**config.mk**
```make
export PLATFORM = sky130hd
export DESIGN_NAME = prach_ant_tdm_flat
export DESIGN_NICKNAME = d
export VERILOG_FILES = /design/src/rtl/prach_ant_tdm_if.sv /design/src/rtl/prach_ant_tdm.sv /design/src/flat_wrapper.sv
export SDC_FILE = /design/constraint.sdc
export NUM_CORES = 2
export LEC_CHECK = 0
export CORE_MARGIN = 4
export CORE_UTILIZATION = 35
export DETAILED_ROUTE_END_ITERATION = 7
export SETUP_SLACK_MARGIN = 0.15
export SYNTH_ARGS = -nofsm -noshare
export SYNTH_HDL_FRONTEND = slang
export SYNTH_SLANG_ARGS = --single-unit
export TNS_END_PERCENT = 10
```
**constraint.sdc**
```tcl
create_clock -name clk_dsp -period 2.3 [get_ports clk_dsp]
set_clock_uncertainty 0.2 [all_clocks]
set_input_delay 0.46 -clock clk_dsp [delete_from_list [all_inputs] [get_ports clk_dsp]]
set_output_delay 0.46 -clock clk_dsp [all_outputs]
set_load 0.01 [all_outputs]
```
**src/rtl/prach_ant_tdm_if.sv**
```systemverilog
// Sample bus of the PRACH antenna TDM stage: parallel antenna/carrier input side and
// serialized antenna-interleaved output side.
interface prach_ant_tdm_if #(
  parameter int NUM_CC  = 3,
  parameter int NUM_ANT = 8,
  parameter int DW      = 16
);
  localparam int CW = $clog2(NUM_ANT);

  // Strobe semantics, no back-pressure: a sample transfers on every clock where din_valid is 1
  // (sync_in qualifies it only then); dout_* carries one antenna slot on every clock where
  // dout_valid is 1, and the consumer must take it.
  logic [NUM_CC-1:0][NUM_ANT-1:0][DW-1:0] din_dr;
  logic [NUM_CC-1:0][NUM_ANT-1:0][DW-1:0] din_di;
  logic                                   din_valid;
  logic                                   sync_in;
  logic [NUM_CC-1:0][DW-1:0]              dout_dr;
  logic [NUM_CC-1:0][DW-1:0]              dout_di;
  logic [CW-1:0]                          dout_chn;
  logic                                   dout_valid;
  logic                                   sync_out;

  modport master (
    output din_dr, din_di, din_valid, sync_in,
    input  dout_dr, dout_di, dout_chn, dout_valid, sync_out
  );

  modport slave (
    input  din_dr, din_di, din_valid, sync_in,
    output dout_dr, dout_di, dout_chn, dout_valid, sync_out
  );
endinterface

```
**src/rtl/prach_ant_tdm.sv**
```systemverilog
// PRACH input stage: serializes one parallel multi-antenna sample per strobe into an
// antenna-interleaved TDM stream, with a SHIFT/HOLD bank pair absorbing strobe jitter.
module prach_ant_tdm #(
  parameter int NUM_CC  = 3,
  parameter int NUM_ANT = 8,
  parameter int DW      = 16
) (
  input  logic          clk_dsp,
  input  logic          rst_dsp_n,
  prach_ant_tdm_if.slave bus,
  input  logic          stat_clr,
  output logic          ovf_flag,
  output logic          sync_err,
  output logic [15:0]   drop_cnt,
  output logic          dbg_state
);
  localparam int CW = $clog2(NUM_ANT);

  typedef enum logic {S_IDLE = 1'b0, S_EMIT = 1'b1} state_t;

  state_t state, state_nx;
  logic [CW-1:0] cnt, cnt_nx;

  logic [NUM_CC-1:0][NUM_ANT-1:0][DW-1:0] shift_dr, shift_di, hold_dr, hold_di;
  logic shift_sync, hold_sync, hold_v;

  logic shift_from_din, shift_from_hold, hold_from_din, hold_clr, drop;
  logic last;

  assign last      = (cnt == CW'(NUM_ANT - 1));
  assign dbg_state = (state == S_EMIT);

  always_ff @(posedge clk_dsp or negedge rst_dsp_n) begin
    if (!rst_dsp_n) state <= S_IDLE;
    else            state <= state_nx;
  end

  always_comb begin
    state_nx        = state;
    cnt_nx          = cnt;
    shift_from_din  = 1'b0;
    shift_from_hold = 1'b0;
    hold_from_din   = 1'b0;
    hold_clr        = 1'b0;
    drop            = 1'b0;
    case (state)
      S_IDLE: begin
        if (bus.din_valid) begin
          shift_from_din = 1'b1;
          state_nx       = S_EMIT;
          cnt_nx         = '0;
        end
      end
      S_EMIT: begin
        if (last) begin
          cnt_nx = '0;
          // On the last slot a waiting HOLD sample always advances, so a new strobe fits.
          if (hold_v) begin
            shift_from_hold = 1'b1;
            if (bus.din_valid) hold_from_din = 1'b1;
            else               hold_clr      = 1'b1;
          end else if (bus.din_valid) begin
            shift_from_din = 1'b1;
          end else begin
            state_nx = S_IDLE;
          end
        end else begin
          cnt_nx = cnt + CW'(1);
          if (bus.din_valid) begin
            if (hold_v) drop          = 1'b1;
            else        hold_from_din = 1'b1;
          end
        end
      end
      default: state_nx = S_IDLE;
    endcase
  end

  always_ff @(posedge clk_dsp or negedge rst_dsp_n) begin
    if (!rst_dsp_n) begin
      cnt        <= '0;
      shift_dr   <= '0;
      shift_di   <= '0;
      shift_sync <= 1'b0;
      hold_dr    <= '0;
      hold_di    <= '0;
      hold_sync  <= 1'b0;
      hold_v     <= 1'b0;
    end else begin
      cnt <= cnt_nx;
      if (shift_from_din) begin
        shift_dr   <= bus.din_dr;
        shift_di   <= bus.din_di;
        shift_sync <= bus.sync_in;
      end else if (shift_from_hold) begin
        shift_dr   <= hold_dr;
        shift_di   <= hold_di;
        shift_sync <= hold_sync;
      end
      if (hold_from_din) begin
        hold_dr   <= bus.din_dr;
        hold_di   <= bus.din_di;
        hold_sync <= bus.sync_in;
        hold_v    <= 1'b1;
      end else if (hold_clr) begin
        hold_v <= 1'b0;
      end
    end
  end

  // Outputs are a pure mux of registered state, so chn 0 appears the cycle after the strobe.
  always_comb begin
    bus.dout_valid = (state == S_EMIT);
    bus.dout_chn   = (state == S_EMIT) ? cnt : '0;
    bus.sync_out   = (state == S_EMIT) && shift_sync && (cnt == '0);
    bus.dout_dr    = '0;
    bus.dout_di    = '0;
    if (state == S_EMIT) begin
      for (int cc = 0; cc < NUM_CC; cc++) begin
        bus.dout_dr[cc] = shift_dr[cc][cnt];
        bus.dout_di[cc] = shift_di[cc][cnt];
      end
    end
  end

  // A clear in the same cycle as a new event wins; that event is lost.
  always_ff @(posedge clk_dsp or negedge rst_dsp_n) begin
    if (!rst_dsp_n) begin
      ovf_flag <= 1'b0;
      sync_err <= 1'b0;
      drop_cnt <= '0;
    end else if (stat_clr) begin
      ovf_flag <= 1'b0;
      sync_err <= 1'b0;
      drop_cnt <= '0;
    end else begin
      if (drop) begin
        ovf_flag <= 1'b1;
        if (drop_cnt != 16'hFFFF) drop_cnt <= drop_cnt + 16'd1;
      end
      if (bus.sync_in && !bus.din_valid) sync_err <= 1'b1;
    end
  end
endmodule

```
**src/flat_wrapper.sv**
```systemverilog
// flat-port wrapper written by rule: the top's interface ports become plain ports
module prach_ant_tdm_flat 
#(
  parameter int NUM_CC  = 3,
  parameter int NUM_ANT = 8,
  parameter int DW      = 16
)
  (clk_dsp, rst_dsp_n, stat_clr, ovf_flag, sync_err, drop_cnt, dbg_state, bus_din_dr, bus_din_di, bus_din_valid, bus_sync_in, bus_dout_dr, bus_dout_di, bus_dout_chn, bus_dout_valid, bus_sync_out);
  prach_ant_tdm_if #(.NUM_CC(NUM_CC), .NUM_ANT(NUM_ANT), .DW(DW)) bus_i ();
  input  logic clk_dsp;
  input  logic rst_dsp_n;
  input  logic stat_clr;
  output logic ovf_flag;
  output logic sync_err;
  output logic [15:0] drop_cnt;
  output logic dbg_state;
  input wire logic [$bits(bus_i.din_dr)-1:0] bus_din_dr;
  input wire logic [$bits(bus_i.din_di)-1:0] bus_din_di;
  input wire logic [$bits(bus_i.din_valid)-1:0] bus_din_valid;
  input wire logic [$bits(bus_i.sync_in)-1:0] bus_sync_in;
  output wire logic [$bits(bus_i.dout_dr)-1:0] bus_dout_dr;
  output wire logic [$bits(bus_i.dout_di)-1:0] bus_dout_di;
  output wire logic [$bits(bus_i.dout_chn)-1:0] bus_dout_chn;
  output wire logic [$bits(bus_i.dout_valid)-1:0] bus_dout_valid;
  output wire logic [$bits(bus_i.sync_out)-1:0] bus_sync_out;
  assign bus_i.din_dr = bus_din_dr;
  assign bus_i.din_di = bus_din_di;
  assign bus_i.din_valid = bus_din_valid;
  assign bus_i.sync_in = bus_sync_in;
  assign bus_dout_dr = bus_i.dout_dr;
  assign bus_dout_di = bus_i.dout_di;
  assign bus_dout_chn = bus_i.dout_chn;
  assign bus_dout_valid = bus_i.dout_valid;
  assign bus_sync_out = bus_i.sync_out;
  prach_ant_tdm #(.NUM_CC(NUM_CC), .NUM_ANT(NUM_ANT), .DW(DW)) u_core (.clk_dsp(clk_dsp), .rst_dsp_n(rst_dsp_n), .bus(bus_i), .stat_clr(stat_clr), .ovf_flag(ovf_flag), .sync_err(sync_err), .drop_cnt(drop_cnt), .dbg_state(dbg_state));
endmodule
```
# ---- After elaboration in Yosys (flattened, before gate mapping)
# Index checks and enable logic that the tools add are counted.
dict set report word_totals {
  regBits 1561
  inputBits 773
  out_inout_bits 120
  word_cells 177
}
dict set report op_classes {
  addsub 2
  magnitude_cmp 1
  eq_ne 3
  muxes 55
  bitwise_logic 1
  reduce_logical 11
}
# cell count
set ops {}
lappend ops {{384-bit two-way mux} 4}
lappend ops {{16-bit binary-select mux with 3-bit select} 6}
lappend ops {{16-bit two-way mux} 9}
lappend ops {{48-bit two-way mux} 2}
lappend ops {{1-bit two-way mux} 28}
lappend ops {{16-bit by 1-bit adder with 16-bit output (second input constant)} 1}
lappend ops {{16-bit != test (second input constant)} 1}
lappend ops {{2-bit nonzero test} 5}
lappend ops {{3-bit two-way mux} 3}
lappend ops {{3-bit case mux with 2 select lines} 1}
lappend ops {{3-bit by 4-bit < comparator with 1-bit output (second input constant)} 1}
lappend ops {{1-bit case mux with 2 select lines} 2}
lappend ops {{3-bit by 1-bit adder with 3-bit output (second input constant)} 1}
lappend ops {{3-bit equality test (second input constant)} 1}
lappend ops {{1-bit logical AND} 3}
lappend ops {{3-bit zero test} 1}
lappend ops {{2-bit != test (second input constant)} 1}
lappend ops {{2-bit AND reduction} 1}
lappend ops {{1-bit zero test} 1}
lappend ops {{1-bit inverter} 1}

# ---- Longest topological paths before layout
dict set report depth {
  depth_word 6
  ltp_mapped 9
}

# ---- Least setup slack after synthesis
# No wires, ideal clock.
dict set report synth_path {
  path_kind {flip-flop to output port}
  startpoint {register u_core.cnt[0]}
  endpoint {output port bus_dout_di[0]}
  arrival_time_ns 1.694
  t_required_ns 1.640
  setup_slack_ns -0.054
  stages_incl_launch_ff 7
  cell_sequence {dfrtp_1 > buf_2 > buf_2 > buf_2 > mux4_2 > mux2i_1 > nor2b_1}
}
dict set report synth_between {
  elab_chain_len 3
}
# element line_no
set synth_rtl {}
lappend synth_rtl {{from (decl)} prach_ant_tdm.sv:22} ;# logic [CW-1:0] cnt, cnt_nx;
lappend synth_rtl {{from (signal assigned)} prach_ant_tdm.sv:90} ;# cnt <= cnt_nx;
lappend synth_rtl {{16-bit binary-select mux with 3-bit select} prach_ant_tdm.sv:121} ;# bus.dout_di[cc] = shift_di[cc][cnt];
lappend synth_rtl {{16-bit two-way mux (implied by the code)} prach_ant_tdm.sv:121}
lappend synth_rtl {{48-bit two-way mux} prach_ant_tdm.sv:118} ;# if (state == S_EMIT) begin
lappend synth_rtl {{to (decl)} flat_wrapper.sv:22} ;# output wire logic [$bits(bus_i.dout_di)-1:0] bus_dout_di;
# No other way between the ends. The select of a mux whose other input is x is not followed.

# ---- Worst setup path in the final report
dict set report layout_path {
  startpoint {register u_core.cnt[0]}
  endpoint {output port bus_dout_dr[44]}
}
dict set report layout_between {
  elab_chain_len 3
}
# element line_no
set layout_rtl {}
lappend layout_rtl {{16-bit binary-select mux with 3-bit select} prach_ant_tdm.sv:120} ;# bus.dout_dr[cc] = shift_dr[cc][cnt];
lappend layout_rtl {{16-bit two-way mux (implied by the code)} prach_ant_tdm.sv:120}
lappend layout_rtl {{48-bit two-way mux} prach_ant_tdm.sv:118}
lappend layout_rtl {{to (decl)} flat_wrapper.sv:21} ;# output wire logic [$bits(bus_i.dout_dr)-1:0] bus_dout_dr;
# No other way between the ends. The select of a mux whose other input is x is not followed.

==> impl_summary.txt <==
----------------------------------------------------
[Global routing]
  Wire length of the first global-routing pass ... 385.0 mm
  Met2 Use GR ... 39.54%
  Initial antenna violation count ... 71
  Fraction of met1 tracks used by global routing ... 31.54%
  Via count of the first global-routing pass ... 57.54k
  Maximum number of pins on one net before global-route repair ... 100
  Fraction of met3 tracks used by global routing ... 3.641%
  Combined global-route utilization of all metal layers ... 24.34%
  Layer with the highest usage after global routing ... met2
  Congestion Overflow GR ... 0

[Pwr]
  Post-layout power ... 138.1 mW
  Maximum vdd ir drop ... 0.7623 mV
  Power per cell area ... 1390 nW/um^2
  Static leakage ... 43.43 nW

[Placement]
  Cell count after placement ... 9794
  Port bufs ... 892
  DP HPWL ... 183.7 mm
  Placer Congestion ... 0.9177

[Run status]
  Violations in the final reports ... setup timing
  Outcome ... finished, violations left

[Critical path]
  Logic depth of the worst register-to-register path ... 16
  CP Data Required Time ... 1.64 ns
  Critical path data arrival time ... 2.92 ns
  Type of element capturing the critical path ... output pin
  Startpoint of the worst register-to-register path ... u_core.cnt[0]
  Reg-to-reg setup timing slack ... -1.02 ns
  Max stage delay cell, worst path ... sky130_fd_sc_hd__dfrtp_4
  Cell chain of the critical path ... buf_12 > buf_16 > buf_12 > buf_6 > mux4_2 > mux2i_1 > nor2b_2 > buf_4 > buf_6
  Type of the worst setup path ... flop to output pin
  Nature of the critical path startpoint ... flop
  Combined buffer and inverter count along the critical path ... 6
  Max Fanout on Critical Path ... 6
  Delay of the slowest critical-path stage ... 0.50 ns
  Reg-to-reg endpoint ... u_core.hold_dr[114]
  Gate family responsible for the most delay along the worst path ... buffers and inverters

[Yosys]
  Synth Instances ... 6247
  Synthesized netlist net count ... 7025
  Yosys synthesis warning count ... 0
  Per-instance average area after synthesis ... 11.24 um^2
  Sequential area share after synthesis ... 55.65%
  Summed instance area of the synthesized netlist ... 70190 um^2
  Share of Yosys cell area claimed by the top area cell type ... 55.65%
  Synth cell types ... 41
  Top cells by area in the synthesized netlist ... sky130_fd_sc_hd__dfrtp_1, sky130_fd_sc_hd__mux2_1, sky130_fd_sc_hd__nand2_1, sky130_fd_sc_hd__mux4_2, sky130_fd_sc_hd__a31oi_1
  Most area-hungry cell type in the Yosys netlist ... sky130_fd_sc_hd__dfrtp_1
  Flip-flop and latch count after synthesis ... 1561

[Floorplan]
  Core Box Area ... 199700 um^2
  FP Rows ... 164
  Initial standard-cell utilization of the core ... 35.16%
  Height of the die ... 455.8 um
  # IOs ... 893
  Die boundary width ... 455.8 um
  Die Area ... 207800 um^2

[CTS]
  Clock buffers created by TritonCTS ... 174
  Clock sink total ... 1561
  Source-to-sink clock delay at the later pin of the worst-skew pair ... 0.83 ns
  Maximum root-to-sink buffer count ... 3
  TritonCTS clock tree ... done
  Number of H-tree branching levels ... 4
  Cell chosen for the clock root ... sky130_fd_sc_hd__clkbuf_16
  Clk pin slew, worst setup/hold paths ... 0.06 ns

[Timing]
  Headroom to the max-slew limit ... 60.35%
  Final TNS setup ... -1348.61 ns
  Worst hold slack ... 0.07599 ns
  Transition time at the pin with the least slew margin ... 0.5902 ns
  Number of setup violations in the final report ... 1676
  Final Hold Viols ... 0
  Final min period ... 3.577 ns
  Final Max Tran Viols ... 0
  Setup repair after global routing missed its margin ... true
  Final critical-path setup slack ... -1.277 ns
  Final period util ... 155.5%
  Fmax ... 279.6 MHz

[Drt]
  Total Wirelength ... 261.7 mm
  Antenna Violating Nets Remaining ... 0
  Via-to-Cell Ratio ... 5.349
  Drt first pass iters ... 6
  Total DRC errors in the routed layout ... 0
  Drt first-iter violations ... 4893
  Via total after detailed routing ... 57.06k
  Routed wirelength normalized by instance count ... 24.53 um

[Layout]
  Commonest cells after routing, fill and taps aside ... sky130_fd_sc_hd__dfrtp_1, sky130_fd_sc_hd__nand2_1, sky130_fd_sc_hd__clkdlybuf4s50_1, sky130_fd_sc_hd__nor2_1, sky130_fd_sc_hd__a31oi_1
  Share of the core filled with cells ... 49.74%
  Most common library cell in the layout ignoring fill and taps ... sky130_fd_sc_hd__dfrtp_1
  Layout Area Growth over Synthesis ... 41.50%
  Net count reported at finish ... 8588
  Filler-free cell count of the finished design ... 10.67k
  Layout cell share with drive strength beyond 1 ... 21.73%

[Worst hold path]
  Hold Path Depth ... 3
  Hold path start ... bus_din_dr[330]
  Hold Path End ... u_core.shift_dr[330]
  Worst min path class ... input pin to flop

[Job]
  Max-cap violation count ... 0

----------------------------------------------------
==> Yosys cell counts <==
| library cell | instances |
|---|---|
| sky130_fd_sc_hd__buf_4 | 24 |
| sky130_fd_sc_hd__nand2b_1 | 4 |
| sky130_fd_sc_hd__nand3_1 | 165 |
| sky130_fd_sc_hd__ha_1 | 5 |
| sky130_fd_sc_hd__nor4_1 | 2 |
| sky130_fd_sc_hd__o31ai_1 | 6 |
| sky130_fd_sc_hd__nor3_1 | 2 |
| sky130_fd_sc_hd__a31oi_1 | 610 |
| sky130_fd_sc_hd__dfrtp_1 | 1561 |
| sky130_fd_sc_hd__nor2_1 | 617 |
| sky130_fd_sc_hd__and3_1 | 2 |
| sky130_fd_sc_hd__a22oi_1 | 159 |
| sky130_fd_sc_hd__o21ai_0 | 8 |
| sky130_fd_sc_hd__and4b_1 | 2 |
| sky130_fd_sc_hd__a21o_1 | 1 |
| sky130_fd_sc_hd__a21oi_1 | 16 |
| sky130_fd_sc_hd__buf_1 | 45 |
| sky130_fd_sc_hd__nand2_1 | 1389 |
| sky130_fd_sc_hd__mux2_1 | 500 |
| sky130_fd_sc_hd__mux4_2 | 192 |
| sky130_fd_sc_hd__nand3b_1 | 1 |
| sky130_fd_sc_hd__and4_1 | 2 |
| sky130_fd_sc_hd__nand4_1 | 8 |
| sky130_fd_sc_hd__o32ai_1 | 1 |
| sky130_fd_sc_hd__mux2_2 | 270 |
| sky130_fd_sc_hd__and2_1 | 4 |
| sky130_fd_sc_hd__a21oi_2 | 1 |
| sky130_fd_sc_hd__o21a_1 | 1 |
| sky130_fd_sc_hd__nor4_2 | 1 |
| sky130_fd_sc_hd__or4_1 | 4 |
| sky130_fd_sc_hd__clkbuf_1 | 214 |
| sky130_fd_sc_hd__mux2i_1 | 97 |
| sky130_fd_sc_hd__buf_8 | 1 |
| sky130_fd_sc_hd__or3_1 | 8 |
| sky130_fd_sc_hd__nand4_4 | 1 |
| sky130_fd_sc_hd__buf_2 | 162 |
| sky130_fd_sc_hd__nor2b_1 | 98 |
| sky130_fd_sc_hd__o21bai_1 | 1 |
| sky130_fd_sc_hd__inv_1 | 7 |
| sky130_fd_sc_hd__buf_6 | 54 |
| sky130_fd_sc_hd__nand2b_2 | 1 |
==> worst max-delay path by stage <==
| stage | end | slack [ns] | cells after the start | startpoint |
|---|---|---|---|---|
| floorplan | u_core.drop_cnt[13] | 0.12 | 7 | u_core.cnt[0] |
| global placement | bus_dout_dr[46] | -0.83 | 7 | u_core.cnt[0] |
| detailed placement | bus_dout_dr[1] | -0.83 | 7 | u_core.cnt[0] |
| CTS | bus_dout_di[23] | -1.37 | 8 | u_core.cnt[0] |
| global route | bus_dout_dr[21] | -1.40 | 9 | u_core.cnt[0] |
| finish | bus_dout_dr[44] | -1.28 | 9 | u_core.cnt[0] |
==> cell type report <==
class                      instances  area (um^2)
timing repair buffer            1887        20940
antenna                           61        152.6
clock inverter                    62        924.6
clock buffer                     255         5141
tap                             2656         3323
inverter                           7        28.78
fill                           17350       100300
sequential                      1561        39080
multi-input combinational       4179        29730
==> tightest hold or removal path: stages <==
cell,delay (ns)
sky130_fd_sc_hd__clkdlybuf4s50_1,0.44
sky130_fd_sc_hd__nor2_1,0.11
sky130_fd_sc_hd__a31oi_1,0.04
==> state kept, by name, summed over array words and instances, names as in the netlist, 3 cells and up <==
signal,flops
u_core.drop_cnt,16
u_core.shift_di,384
u_core.cnt,3
u_core.hold_di,384
u_core.hold_dr,384
u_core.shift_dr,384
==> routing by layer <==
layer / vias up / wire, um
li1: 25140 / -
met1: 29390 / 107900
met2: 2022 / 126100
met3: 513 / 13100
met4: 4 / 14550
met5: - / 27
==> timing repair <==
item / 4_1_cts / 5_1_grt
pin swaps: 3 / 9
setup buffers: 104 / 27
hold buffers: 320 / 0
resized for setup: 631 / 296
endpoints found under the setup margin: 1675 / 1679
gates cloned: 36 / 9
endpoints found under the hold margin: 1725 / 0
==> report_power, final <==
group          internal, mW  switching [mW]  total (mW)  leakage [nW]
logic                  32.5            26.1        58.6          21.5
registers              41.3            8.82        50.1          18.9
clock network          17.3            12.0        29.3          2.95
total                  91.1            47.0         138          43.4
==> per-stage QoR <==
| stage | worst slack, ns | cell area, um^2 |
|---|---|---|
| after floorplan | 0.1221 | 70360 |
| after global placement | -0.8292 | 85740 |
| after detailed placement | -0.8322 | 85740 |
| after CTS | -1.373 | 97690 |
| after global routing | -1.399 | 99290 |
| final | -1.277 | 99320 |
==> cells by family after synthesis <==
group                    after synthesis  synth area share, %
buffers and inverters                507                3.722
flip-flops                          1561                55.65
AND/OR/NAND/NOR                     2311                13.21
adder cells (fa/ha/maj)                5              0.08913
AO/OA/AOI/OAI                        804                7.430
multiplexers                        1059                19.90
(Power assumes the default switching activity.)
